$ cat config.mk
export PLATFORM = sky130hd
export DESIGN_NAME = ex_muldiv
export DESIGN_NICKNAME = d
export VERILOG_FILES = /design/src/rtl/ex_muldiv.sv
export SDC_FILE = /design/constraint.sdc
export NUM_CORES = 1
export LEC_CHECK = 0
export BUFFER_PORTS_ARGS = -buffer_cell sky130_fd_sc_hd__buf_2
export CAP_MARGIN = 25
export CORE_MARGIN = 4
export CORE_UTILIZATION = 55
export DETAILED_ROUTE_END_ITERATION = 7
export PLACE_DENSITY = 0.84
export SYNTH_ARGS = -nofsm -noshare
export SYNTH_HDL_FRONTEND = slang
export SYNTH_SLANG_ARGS = --single-unit
$ cat constraint.sdc
create_clock -name Clk -period 4.1 [get_ports Clk]
set_input_delay 0.205 -clock Clk [delete_from_list [all_inputs] [get_ports Clk]]
set_output_delay 0.205 -clock Clk [all_outputs]
set_load 0.005 [all_outputs]
$ cat src/rtl/ex_muldiv.sv
// Iterative MIPS-style MULT/MULTU/DIV/DIVU unit with architectural HI/LO registers and direct MTHI/MTLO writes.
// Latency: WIDTH+1 edges from the accepted Start to Done and the new Hi/Lo; direct writes land one edge later.
// Backpressure: Stall (Start | Busy) freezes the upstream pipeline registers; Start while Busy is dropped, not queued.
//
// Ports:
//   Clk, Rst          clock and synchronous active-high reset
//   Start, Op, A, B   issue request, opcode (00 MULT, 01 MULTU, 10 DIV, 11 DIVU), rs/rt operands
//   WrHi, WrLo, WrData direct HI/LO write, honoured only while idle
//   Busy, Stall, Done operation in progress, pipeline freeze, one-cycle completion pulse
//   Hi, Lo, DivZero   result registers and divide-by-zero flag of the last completed divide
module ex_muldiv #(
    parameter int WIDTH = 32
) (
    input  logic             Clk,
    input  logic             Rst,
    input  logic             Start,
    input  logic [1:0]       Op,
    input  logic [WIDTH-1:0] A,
    input  logic [WIDTH-1:0] B,
    input  logic             WrHi,
    input  logic             WrLo,
    input  logic [WIDTH-1:0] WrData,
    output logic             Busy,
    output logic             Stall,
    output logic             Done,
    output logic [WIDTH-1:0] Hi,
    output logic [WIDTH-1:0] Lo,
    output logic             DivZero
);

    localparam int CW = (WIDTH > 1) ? $clog2(WIDTH) : 1;

    typedef enum logic [1:0] {
        IDLE = 2'd0,
        CALC = 2'd1,
        FIX  = 2'd2
    } state_t;

    state_t state, state_nxt;

    logic [CW-1:0]        cnt;
    logic                 last_iter;
    logic [2*WIDTH-1:0]   acc;       // mul: {partial product, multiplier}; div: {remainder, dividend/quotient}
    logic [2*WIDTH-1:0]   acc_nxt;
    logic [WIDTH-1:0]     opnd;      // multiplicand or divisor magnitude
    logic                 is_div;
    logic                 neg_lo;    // product / quotient must be negated
    logic                 neg_hi;    // remainder must be negated
    logic                 b_zero;

    // Operand preparation at issue
    logic                 sgn_op;
    logic                 a_neg;
    logic                 b_neg;
    logic [WIDTH-1:0]     a_mag;
    logic [WIDTH-1:0]     b_mag;

    assign sgn_op = ~Op[0];
    assign a_neg  = sgn_op & A[WIDTH-1];
    assign b_neg  = sgn_op & B[WIDTH-1];
    assign a_mag  = a_neg ? -A : A;
    assign b_mag  = b_neg ? -B : B;

    assign Stall     = Start | Busy;
    assign last_iter = (cnt == CW'(WIDTH - 1));

    // One iteration step of either algorithm
    logic [WIDTH:0]   mul_sum;   // carry out of the upper-half add is kept for the right shift
    logic [WIDTH:0]   rem_sh;    // partial remainder shifted left with the next dividend bit
    logic             rem_ge;
    logic [WIDTH-1:0] rem_diff;

    always_comb begin
        mul_sum  = {1'b0, acc[2*WIDTH-1:WIDTH]} + (acc[0] ? {1'b0, opnd} : '0);
        rem_sh   = acc[2*WIDTH-1:WIDTH-1];
        rem_ge   = (rem_sh >= {1'b0, opnd});
        // Only used when rem_ge; the true difference is below the divisor, so W bits suffice
        rem_diff = rem_sh[WIDTH-1:0] - opnd;
        if (is_div) begin
            acc_nxt = {(rem_ge ? rem_diff : rem_sh[WIDTH-1:0]), acc[WIDTH-2:0], rem_ge};
        end else begin
            acc_nxt = {mul_sum, acc[WIDTH-1:1]};
        end
    end

    // Sign correction applied on the FIX edge
    logic [2*WIDTH-1:0] prod;
    logic [WIDTH-1:0]   quo;
    logic [WIDTH-1:0]   rem;

    always_comb begin
        prod = neg_lo ? -acc : acc;
        // A zero divisor leaves the dividend as remainder; only the quotient needs overriding
        quo  = b_zero ? '1 : (neg_lo ? -acc[WIDTH-1:0] : acc[WIDTH-1:0]);
        rem  = neg_hi ? -acc[2*WIDTH-1:WIDTH] : acc[2*WIDTH-1:WIDTH];
    end

    // State register
    always_ff @(posedge Clk) begin
        if (Rst) begin
            state <= IDLE;
        end else begin
            state <= state_nxt;
        end
    end

    // Next-state logic
    always_comb begin
        state_nxt = state;
        case (state)
            IDLE:    if (Start) state_nxt = CALC;
            CALC:    if (last_iter) state_nxt = FIX;
            FIX:     state_nxt = IDLE;
            default: state_nxt = IDLE;
        endcase
    end

    // Datapath and outputs
    always_ff @(posedge Clk) begin
        if (Rst) begin
            Busy    <= 1'b0;
            Done    <= 1'b0;
            Hi      <= '0;
            Lo      <= '0;
            DivZero <= 1'b0;
            cnt     <= '0;
            acc     <= '0;
            opnd    <= '0;
            is_div  <= 1'b0;
            neg_lo  <= 1'b0;
            neg_hi  <= 1'b0;
            b_zero  <= 1'b0;
        end else begin
            Done <= 1'b0;

            // Direct writes only while idle; a same-cycle Start result overwrites them later
            if (!Busy) begin
                if (WrHi) Hi <= WrData;
                if (WrLo) Lo <= WrData;
            end

            case (state)
                IDLE: begin
                    if (Start) begin
                        Busy    <= 1'b1;
                        DivZero <= 1'b0;
                        cnt     <= '0;
                        is_div  <= Op[1];
                        b_zero  <= Op[1] && (B == '0);
                        neg_lo  <= a_neg ^ b_neg;
                        if (Op[1]) begin
                            opnd   <= b_mag;
                            acc    <= {{WIDTH{1'b0}}, a_mag};
                            neg_hi <= a_neg;
                        end else begin
                            opnd   <= a_mag;
                            acc    <= {{WIDTH{1'b0}}, b_mag};
                            neg_hi <= 1'b0;
                        end
                    end
                end
                CALC: begin
                    acc <= acc_nxt;
                    cnt <= cnt + CW'(1);
                end
                FIX: begin
                    Busy    <= 1'b0;
                    Done    <= 1'b1;
                    DivZero <= b_zero;
                    if (is_div) begin
                        Hi <= rem;
                        Lo <= quo;
                    end else begin
                        Hi <= prod[2*WIDTH-1:WIDTH];
                        Lo <= prod[WIDTH-1:0];
                    end
                end
                default: ;
            endcase
        end
    end

endmodule

# Yosys cells after proc, flatten, opt, wreduce, memory -nomap -nowiden
# Cells that the tools add are included.
# W data, S select, Z words.
# word_totals
register_bits	174
inputBits	103
wordCells	78
# classes
addsub	8
magnitude_cmp	1
bitwise_logic	5
n_mux	32
n_reduce_logical	13
eq_ne	6
# ops
operator	n
$mux W32	17
$mux W64	3
$neg A32 Y32	4
$pmux W64 S2	1
$neg A64 Y64	1
$add A32 B32 Y33	1
$ge A33 B32 Y1	1
$logic_not A32 Y1	1
$sub A32 B32 Y32	1
$reduce_and A2 Y1	6
$pmux W5 S2	1
$reduce_bool A2 Y1	4
$add A5 B1 Y5 const B	1
$eq A5 B5 Y1 const B	1
$mux W5	1
$mux W1	4
$mux W2	2
$ne A2 B2 Y1 const B	2
$pmux W1 S2	2
$pmux W2 S2	1
$and A1 B1 Y1	2
$eq A2 B1 Y1 const B	1
$eq A2 B2 Y1 const B	1
$logic_not A2 Y1	1
other kinds (5)	5

# Depth between registers and ports, before layout
# logic_depth
depth_word	6
mapped_depth	15
mapped_depth_nobuf	14

# Worst setup path before layout
# Ideal clock, no wire load.
# synth_timing
path_type	reg-to-reg
startpoint	reg acc[43]
endpoint	reg acc[40]
arrival_time_ns	3.014
setup_slack_ns	0.959
stages_incl_launch_ff	13
t_required_ns	3.972
cell_sequence	dfxtp_1 -> ha_1 -> a21o_1 -> o21bai_1 -> a221o_1 -> a221oi_1 -> a21oi_1 -> nor3_1 -> buf_2 -> mux2i_1 -> nor2_1 -> a221oi_1 -> nor2_1
# synth_between
elab_chain_cells	4
# synth_rtl
item	line	text
start, declared	43	logic [2*WIDTH-1:0] acc;
start signal, assigned	153	acc <= {{WIDTH{1'b0}}, a_mag};
start signal, assigned	157	acc <= {{WIDTH{1'b0}}, b_mag};
start signal, assigned	163	acc <= acc_nxt;
$ge A33 B32 Y1	76	rem_ge = (rem_sh >= {1'b0, opnd});
$mux W32	80	acc_nxt = {(rem_ge ? rem_diff : rem_sh[WIDTH-1:0]), acc[WIDTH-2:0], rem_ge};
$mux W64	79	if (is_div) begin
$pmux W64 S2	142	case (state)
# No other way between the ends.
# A chain may end at the register's enable or synchronous reset.

# Worst setup path after layout
# layout_timing
startpoint	reg acc[32]
endpoint	reg acc[61]
# layout_between
elab_chain_cells	4
# layout_rtl
item	line
$sub A32 B32 Y32 or $ge A33 B32 Y1 (tied branches)	78, 76
$mux W32	80
$mux W64 *	79
$pmux W64 S2 *	142
# Mark *: on every way between the ends. The rest lies on a longest branch, timed or not.

==> impl_metrics.yaml <==
finish:
  nets: 2192
  multi_input_area_um2: 10300
  n_antenna_cell: 0
  synthToLayoutAreaGrowth_pct: 12.6
  seq_area_um2: 3480
  fin_util_pct: 62.8
  drive_gt1_share_pct: 14.0
  num-fill-cells: 2327
  fin_area_um2: 16300
clock_tree:
  cts_tree: "done"
  numCtsBuffers: 17
  cts_resized: 0
  clk_pin_slew_ns: 0.09
  cts-root-buf: "clkbuf_16"
  cts.sinks: 174
  postCtsSetupRepairBufs: 0
  cts_hold_buf: 0
  clk_latency_ns: 0.45
  htree_levels: 4
  cts_buffer_depth: 2
grt:
  use_met2_pct: 58.4
  antenna_found_initial: 0
  grt_pass1_wl_mm: 81.6
  gr-usage-met3_pct: 4.53
  grt_max_degree: 83
  grt_use_total_pct: 35.7
  gr-total-overflow: 0
  grt_pass1_vias: 14503
  use_met1_pct: 46.9
  grt-busiest-layer: "met2"
critical_path:
  crit_chain: "ha_1 -> inv_1 -> fa_1 -> nand2b_1 -> a21oi_1 -> nor4_1 -> o21a_1 -> nor4_1 -> o21ai_0 -> a21oi_1 -> o22ai_1 -> xor2_1 -> a2111oi_0"
  slowest_stage: "dfxtp_1"
  r2r_cells: 13
  rr_endpoint: "acc[61]$_SDFFE_PP0P_"
  timing.rr.start: "acc[32]$_SDFFE_PP0P_"
  path_class: "flop to flop"
  reg2reg_slack_ns: 0.42
  cp-end-kind: "flop"
  crit_arrival_ns: 3.99
  worstPathRequired_ns: 4.41
  cp_max_fo: 9
  cp-start-kind: "flop"
  slowest_delay_ns: 0.57
detailed_routing:
  drtIter0Drc: 1875
  drcViolationCount: 0
  via_per_inst: 6.54
  drt_pre_antenna_iters: 7
  ant_nets: 0
  routed_wirelength_mm: 53.3
  num_vias: 15470
  wl_per_cell_um: 22.5
timing:
  max_slew_margin_pct: 31.6
  setup_tns_ns: 0
  fin_skew_ns: 0.0162
  post-route-period-util_pct: 89.8
  period_needed_ns: 3.68
  hold_viol: 0
  finalSetupViolCount: 0
  setup_slack_ns: 0.418
  maxSlewViolCount: 0
  worst_slew_pin_slew_ns: 1.02
  clock.fmax_ghz: 0.272
  rsz0062_at_grt: "no"
worst_hold_path:
  holdCritStartpoint: "WrData[24]"
  min_to: "Hi[24]$_SDFFE_PP0P_"
  hold_depth: 3
  hold_path.class: "input pin to flop"
floorplan:
  die_area_um2: 29000
  io_pins: 171
  die_h_um: 170
  placementRows: 59
  die_x_um: 170
  initial_utilization_pct: 55.8
  core-area_um2: 26000
place:
  dp_hpwl_mm: 41.1
  dpl_cell_area_um2: 15600
  dp_slack_ns: 0.559
  gp_congestion: 0.994
  portBuffers: 170
synthesis:
  avgSynthCellArea_um2: 7.56
  syn_nets: 2092
  yosysTopAreaCellShare_pct: 24.0
  yosysSeqAreaShare_pct: 24.0
  synth-seq-cells: 174
  synth-main-ff-cell: "dfxtp_1"
  synth_top_cell_by_area: "dfxtp_1"
  synth.cell_area_um2: 14500
  yosys_warnings: 0
  synth.most_common_cell: "nor2_1"
  ys_async_sr_fraction_pct: 0
  synth_edf_count: 0
  synth_area_leaders: "dfxtp_1, mux2i_1, xor2_1, ha_1, a21oi_1"
  synth_common_cells: "nor2_1, dfxtp_1, a21oi_1, nand2_1, clkbuf_1"
  synth.distinct_cells: 74
  netlist_instances: 1917
pwr:
  leakagePower_nw: 7.08
  power.density_nw_per_um2: 333
  total_power_mw: 5.44
  ir_drop_v: 0.000239
flow_run:
  drv_cap: 0
status:
  status: "finished clean"
[cell type report]
cell class                 instances  area share, %
multi-input combinational       1549           63.2
sequential                       174           21.4
timing repair buffer             215           7.58
clock buffer                      17           2.61
tap                              335           2.57
inverter                          60           1.38
clock inverter                    15           1.31
[registers in the layout (all words and copies together) (netlist names)]
signal	flops
acc	64
Hi	32
Lo	32
opnd	32
cnt	5
state	2
Busy	1
DivZero	1
Done	1
b_zero	1
is_div	1
neg_hi	1
neg_lo	1
[through the flow]
stage | std cells | hold WS [ns]
floorplan | 1917 | 0.350
detailed placement | 2330 | 0.453
finish | 2365 | 0.109
global route | 2365 | 0.129
CTS | 2362 | 0.0996
global placement | 2330 | 0.444
[worst max-delay path: cells and delay by family (launching register included)]
family          cells  cell delay [ns]
compound gates      6             1.60
fa+ha+maj           2             0.66
flops               1             0.57
simple gates        3             0.50
xor+xnor            1             0.16
buf+inv             1             0.07
[cells in the final DEF, fill, tap and decap left out, drive strengths merged, types with 69 or more instances in the layout]
cell / count
nor2: 219
buf: 215
dfxtp: 174
a21oi: 165
nand2: 144
xor2: 102
o21ai: 95
a211oi: 92
mux2i: 92
ha: 70
inv: 69
[routing by layer]
layer  vias up  share of wire [%]
met4         0                5.5
met2       875                 45
li1       7264                  -
met5         -                  0
met3       150                9.4
met1      7181                 40
[report_power, final]
group	switching [mW]	internal, mW
logic	1.08	0.650
registers	0.137	1.80
clock network	0.913	0.857
total	2.13	3.31
[cell families after synthesis]
family                   share of synthesized area [%]
buffers and inverters                             5.11
adder cells (fa/ha/maj)                           6.32
AND/OR/NAND/NOR                                   19.5
XOR/XNOR                                          10.2
multiplexers                                      6.59
AO/OA/AOI/OAI                                     28.2
flip-flops                                        24.0
[how the worst max path moves through the flow]
stage | slack (ns) | cells past startpoint | endpoint | start
floorplan | 0.96 | 12 | acc[40]$_SDFFE_PP0P_ | acc[43]$_SDFFE_PP0P_
global placement | 0.59 | 14 | acc[60]$_SDFFE_PP0P_ | acc[0]$_SDFFE_PP0P_
detailed placement | 0.56 | 13 | acc[61]$_SDFFE_PP0P_ | acc[32]$_SDFFE_PP0P_
CTS | 0.50 | 13 | acc[61]$_SDFFE_PP0P_ | acc[32]$_SDFFE_PP0P_
global route | 0.20 | 14 | acc[52]$_SDFFE_PP0P_ | acc[0]$_SDFFE_PP0P_
finish | 0.42 | 13 | acc[61]$_SDFFE_PP0P_ | acc[32]$_SDFFE_PP0P_
No activity file was read; power rests on OpenSTA's default activity.
